### config.mk
export PLATFORM = sky130hd
export DESIGN_NAME = mem_stage
export DESIGN_NICKNAME = d
export VERILOG_FILES = /design/src/rtl/mem_stage.sv
export SDC_FILE = /design/constraint.sdc
export NUM_CORES = 1
export LEC_CHECK = 0
export CORE_MARGIN = 4
export CORE_UTILIZATION = 44
export DETAILED_ROUTE_END_ITERATION = 8
export PLACE_DENSITY_LB_ADDON = 0.05
export SETUP_SLACK_MARGIN = 0.4
export SLEW_MARGIN = 15
export SYNTH_ARGS = -nofsm -noshare
export SYNTH_HDL_FRONTEND = slang
export SYNTH_SLANG_ARGS = --single-unit
### constraint.sdc
create_clock -name clk -period 4.3 [get_ports clk]
set_clock_uncertainty 0.1 [all_clocks]
set_input_delay 1.075 -clock clk [delete_from_list [all_inputs] [get_ports clk]]
set_output_delay 1.075 -clock clk [all_outputs]
set_load 0.05 [all_outputs]
### src/rtl/mem_stage.sv
// mem_stage: pipeline MEM stage. Issues data-memory requests with byte enables,
// stalls upstream until the access completes, aligns and extends load data, supplies
// an LFSR value for random instructions and registers the write-back value into MEM/WB.
module mem_stage #(
  parameter logic [31:0] LFSR_SEED = 32'hACE1_2468,
  parameter logic [31:0] LFSR_TAPS = 32'h8020_0003
) (
  input  logic        clk,
  input  logic        rst_n,
  input  logic [31:0] next_pc_mem,
  input  logic [31:0] alu_result_mem,
  input  logic [31:0] write_data_mem,
  input  logic [1:0]  wb_sel_mem,
  input  logic [1:0]  read_width_mem,
  input  logic        read_unsigned_mem,
  input  logic        rd_en_mem,
  input  logic        mem_wrt_en_mem,
  input  logic        reg_wrt_en_mem,
  input  logic [4:0]  wrt_dst_mem,
  input  logic        random_mem,
  input  logic        rdi_mem,
  output logic        dmem_req,
  output logic        dmem_we,
  output logic [31:0] dmem_addr,
  output logic [31:0] dmem_wdata,
  output logic [3:0]  dmem_be,
  input  logic        dmem_ack,
  input  logic [31:0] dmem_rdata,
  output logic        stall_mem,
  output logic [31:0] wb_data_wb,
  output logic [4:0]  wrt_dst_wb,
  output logic        reg_wrt_en_wb,
  output logic        rdi_wb,
  output logic        misalign_wb
);

  typedef enum logic {
    S_IDLE,
    S_WAIT
  } state_t;

  localparam logic [1:0] WIDTH_BYTE = 2'b00;
  localparam logic [1:0] WIDTH_HALF = 2'b01;

  localparam logic [1:0] SEL_ALU    = 2'b00;
  localparam logic [1:0] SEL_LOAD   = 2'b01;
  localparam logic [1:0] SEL_NPC    = 2'b10;
  localparam logic [1:0] SEL_RANDOM = 2'b11;

  state_t      state;
  state_t      state_next;
  logic [31:0] lfsr;
  logic [1:0]  offset;
  logic        is_mem;
  logic        bad_align;
  logic        misalign;
  logic        access;
  logic [31:0] rdata_shifted;
  logic [31:0] load_data;
  logic [1:0]  wb_sel;
  logic [31:0] wb_data;

  assign offset    = alu_result_mem[1:0];
  assign is_mem    = rd_en_mem | mem_wrt_en_mem;
  assign misalign  = is_mem & bad_align;
  assign access    = is_mem & ~bad_align;
  assign dmem_addr = {alu_result_mem[31:2], 2'b00};
  assign dmem_we   = mem_wrt_en_mem;

  // Alignment check: halves need an even address, words (and width 11) a word address.
  always_comb begin
    // NOTE: every always_comb output gets a default first so no path can infer a latch.
    bad_align = 1'b0;
    case (read_width_mem)
      WIDTH_BYTE: bad_align = 1'b0;
      WIDTH_HALF: bad_align = offset[0];
      default:    bad_align = (offset != 2'b00);
    endcase
  end

  // Store lane steering: replicate data across lanes, enable only the addressed bytes.
  always_comb begin
    dmem_be    = 4'b1111;
    dmem_wdata = write_data_mem;
    case (read_width_mem)
      WIDTH_BYTE: begin
        dmem_be    = 4'b0001 << offset;
        dmem_wdata = {4{write_data_mem[7:0]}};
      end
      WIDTH_HALF: begin
        dmem_be    = 4'b0011 << offset;
        dmem_wdata = {2{write_data_mem[15:0]}};
      end
      default: begin
        dmem_be    = 4'b1111;
        dmem_wdata = write_data_mem;
      end
    endcase
  end

  // Load alignment: shift the addressed byte/half down, then sign- or zero-extend.
  assign rdata_shifted = dmem_rdata >> {offset, 3'b000};

  always_comb begin
    load_data = dmem_rdata;
    case (read_width_mem)
      WIDTH_BYTE: load_data = {{24{~read_unsigned_mem & rdata_shifted[7]}},
                               rdata_shifted[7:0]};
      WIDTH_HALF: load_data = {{16{~read_unsigned_mem & rdata_shifted[15]}},
                               rdata_shifted[15:0]};
      default:    load_data = dmem_rdata;
    endcase
  end

  // Write-back source select; a random instruction overrides wb_sel.
  assign wb_sel = random_mem ? SEL_RANDOM : wb_sel_mem;

  always_comb begin
    wb_data = alu_result_mem;
    case (wb_sel)
      SEL_ALU:    wb_data = alu_result_mem;
      SEL_LOAD:   wb_data = load_data;
      SEL_NPC:    wb_data = next_pc_mem;
      SEL_RANDOM: wb_data = lfsr;
      default:    wb_data = alu_result_mem;
    endcase
  end

  // Access FSM state register.
  always_ff @(posedge clk) begin
    // NOTE: sequential state uses non-blocking assignments so all flops update together.
    if (!rst_n) state <= S_IDLE;
    else        state <= state_next;
  end

  // Access FSM next state and outputs. An ack seen in IDLE is never a completion, so a
  // late ack after a reset cannot be mistaken for one. In WAIT the request stays up
  // through a reset cycle and drops once the state register has returned to IDLE.
  always_comb begin
    state_next = state;
    dmem_req   = 1'b0;
    stall_mem  = 1'b0;
    case (state)
      S_IDLE: begin
        if (access && rst_n) begin
          dmem_req   = 1'b1;
          stall_mem  = 1'b1;
          state_next = S_WAIT;
        end
      end
      S_WAIT: begin
        dmem_req = 1'b1;
        if (dmem_ack) state_next = S_IDLE;
        else          stall_mem  = 1'b1;
      end
      default: state_next = S_IDLE;
    endcase
  end

  // MEM/WB register: captures whenever not stalled, otherwise inserts a bubble.
  always_ff @(posedge clk) begin
    if (!rst_n) begin
      wb_data_wb    <= '0;
      wrt_dst_wb    <= '0;
      reg_wrt_en_wb <= 1'b0;
      rdi_wb        <= 1'b0;
      misalign_wb   <= 1'b0;
    end else if (!stall_mem) begin
      wb_data_wb    <= wb_data;
      wrt_dst_wb    <= wrt_dst_mem;
      reg_wrt_en_wb <= reg_wrt_en_mem & ~misalign;
      rdi_wb        <= rdi_mem;
      misalign_wb   <= misalign;
    end else begin
      reg_wrt_en_wb <= 1'b0;
      misalign_wb   <= 1'b0;
    end
  end

  // Galois LFSR, right-shifting; a zero state is stuck, so it is reloaded with the seed.
  always_ff @(posedge clk) begin
    if (!rst_n)             lfsr <= LFSR_SEED;
    else if (lfsr == '0)    lfsr <= LFSR_SEED;
    else if (lfsr[0])       lfsr <= (lfsr >> 1) ^ LFSR_TAPS;
    else                    lfsr <= lfsr >> 1;
  end

endmodule
==> out/results.txt, run 1 <==
The biggest fanout along the worst timing path is 7. The pre-antenna-repair detailed-routing pass consisted of 6 iterations. Clock latency on the worst-skew pair, taken at its later pin, is 0.34 ns. Headroom to the max-slew limit came out at 38.4%.

The top cell type's share of synthesized area works out to 29.1%. The die covers 13200 um^2. For this run, the register share of the synthesized area comes to 29.1%.

The number of distinct standard cells referenced by the synthesized netlist came out at 57. For this design, the sink count on the clock tree is 73. TritonCTS built the clock tree. The maximum clock frequency is 260 MHz. After clock tree synthesis, the clock-pin slew on the worst setup and hold paths is 0.05 ns.

By area the synthesized netlist is led by dfxtp_1 (29%), buf_4 (6.6%), nand2b_1 (5.8%), mux2_2 (5.4%), o21ai_0 (4.0%). Of the cells placed in the final design, the portion with a size suffix greater than 1 is 14.3%. The warning count from the yosys run is 0.

The library cell with the largest summed area after synthesis was dfxtp_1. Dividing the detail-routed via count by the number of cells gives 5.78. Summed over all cells, the static leakage comes to 0.00305 uW. The die width came out at 115 um. The element type at the critical path start is an input pin. 0 antenna diodes ended up in the layout. Synthesis produced a netlist whose cell count is 593.

Measured in cells, the most critical reg-to-reg path has a length of 4. The post-cts gate resize count came out at 0. The run finished with clean final reports.

The critical path is of the input pin to primary output type. The run gives 45.6% as the effective utilization at floorplan. The H-tree was split into 3 levels. In this run the core area contains 38 standard-cell rows.

At the end of routability-driven placement, the weighted congestion stood at 0.886. Detailed placement finished with a half-perimeter wire length of 15500 um. Dividing total power by cell area gives a power density of 330 nW/um^2. dfxtp_1 is the most common cell in the netlist.

After the first detailed-routing iteration, the DRC count stood at 505. IR analysis of the VDD net gives a maximum drop of 0.242 mV. The dominant register cell in the synthesized netlist is dfxtp_1. For this run, the post-layout net count is 933. After synthesis, the most frequently instantiated cells are dfxtp_1 (73), nand2b_1 (47), buf_4 (44), o21ai_0 (40), nand2_1 (33). For the largest net degree at the start of global routing, the log shows 42. After synthesis the cells add up to 5030 um^2. After detailed routing, the total wire length is 19700 um.

Counting flops and latches in the post-synthesis netlist gives 73. The via total after detailed routing came out at 5383. In this run the deepest clock path goes through 2 buffers. The count of endpoints failing hold in the final timing report is 0, and the clock period minus worst slack is 3.84 ns. STA classifies the critical path endpoint as a primary output. The vertical die dimension came out at 115 um.

The run gives 0 ns as the total negative setup slack. The residual antenna-violating net count after detailed routing is 0. The number of placed instances, taps included, is 915. At the pin with the least slew margin, the transition time is 0.923 ns. The number of flops mapped to enable cells by yosys was 0. For the setup slack of the critical path after layout, the log shows 0.456 ns.

The logs give 0 for the number of maximum-capacitance violations and 0 for the initial antenna violation count. The area of the placeable core came out at 11000 um^2. OpenSTA, run right after detailed placement, puts the worst setup slack at 0.444 ns.

The logs give 0 for the total count of max-transition violations in the final report and 0 for the number of buffers inserted by hold repair at cts. The min-delay analysis places its worst path in the category flip-flop to flip-flop. In this run the count of I/O pins placed on the die edge is 257. From synthesis to final layout, the design area changed by 53.9%. The first global-routing pass estimated 29500 um of wire.

The async set or reset register ratio after synthesis is 0%. Setup repair after global routing could not meet its margin everywhere. The post-route non-filler standard cell count was 931; the arrival time of the worst setup path was 2.67 ns.

For the global-route congestion overflow total, the log shows 0. After detailed routing, the number of remaining DRC violations is 0. The tools report the via count of the first global-routing pass as 5211. Dividing the synthesized area by the synthesized cell count gives 8.48 um^2.

STA puts the critical path data required time at 3.12 ns. Setup violations remaining at the end of the flow were counted as 0. The routed wire length per instance came out at 21.2 um. Post-CTS timing repair inserted 0 buffers for setup. Clock tree synthesis inserted a total of 9 buffers. Across every metal layer, demand over resource in global routing totals 28.4%.

The number of cells on the worst hold path is 1. Buffers placed on the I/O ports in this run total 254. After layout, the worst path uses 89.4% of the clock period. The tools report the CTS root buffer as clkbuf_16.
## through the flow
stage	total power [uW]	utilization (%)	hold WS, ns	area (um^2)
floorplan	1400	-	0.334	5040
global placement	1780	67.4	0.340	7430
CTS	2560	70.1	0.364	7740
global route	2650	70.2	0.379	7740
detailed placement	1790	67.4	0.351	7430
finish	2550	70.2	0.362	7740
## per-layer routing
| layer | vias to the layer above | track usage, % | share of wire [%] |
|---|---|---|---|
| met5 | - | 0 | 0 |
| met4 | 0 | 7.43 | 1.6 |
| met3 | 30 | 5.68 | 8.2 |
| met2 | 274 | 47.3 | 50 |
| met1 | 2558 | 37.6 | 41 |
| li1 | 2521 | - | - |
## area by class of cell
class                      instances  area [um^2]
clock buffer                       9          225
clock inverter                     7         80.1
fill                             905         3290
inverter                           4         15.0
multi-input combinational        430         3030
sequential                        73         1460
tap                              140          175
timing repair buffer             268         2750
## cells by family after synthesis
| logic type | share of synthesized area (%) |
|---|---|
| adders and majority gates | 0.249 |
| muxes | 8.46 |
| and+or+nand+nor | 26.6 |
| buffers and inverters | 10.9 |
| xor gates and xnor gates | 0.348 |
| DFF | 29.1 |
| AOI/OAI and AO/OA | 24.3 |
| other | 0.0746 |
## placed cells by master (no fill, tap or decap), types with 17 or more instances in the layout
cell             count
nand2b_1            47
a21oi_1             24
clkdlybuf4s50_1    231
mux2_2              24
dfxtp_1             73
buf_4               23
o21ai_0             32
nor2_1              27
nand2_1             33
nor2b_1             26
nand3_1             17
a22oi_1             24
and2_1              20
## state kept, by name, indices dropped and copies added, names as in the netlist
register and count:
misalign_wb 1, wb_data_wb 32, state 1, lfsr 32, rdi_wb 1, wrt_dst_wb 5, reg_wrt_en_wb 1
## worst max-delay path, stage by stage
cell	delay, ns
clkdlybuf4s50_1	0.55
and2_4	0.22
or2_1	0.32
o31ai_2	0.33
buf_12	0.18
## worst paths after layout
path | start | to | slack [ns]
worst max-delay path | read_width_mem[0] | stall_mem | 0.46
worst min-delay path | wb_data_wb[7] | wb_data_wb[7] | 0.36
worst max register to register | state | wrt_dst_wb[2] | 2.07
worst min register to register | wb_data_wb[7] | wb_data_wb[7] | 0.36
## report_power, final
part / internal, uW / switching [uW] / total (uW)
Clock: 455 / 319 / 775
Sequential: 739 / 44.7 / 783
Combinational: 421 / 575 / 996
Total: 1610 / 939 / 2550
Note: power is estimated with default switching activity, not from simulation.
==> inputs of run 2 (changes only) <==
--- a/config.mk
+++ b/config.mk
@@ -5,6 +5,7 @@
 export SDC_FILE = /design/constraint.sdc
 export NUM_CORES = 1
 export LEC_CHECK = 0
+export CAP_MARGIN = 25
 export CORE_MARGIN = 4
 export CORE_UTILIZATION = 44
 export DETAILED_ROUTE_END_ITERATION = 8
==> results of run 2 <==
Final layout, timing and power as in run 1 (identical DEF).
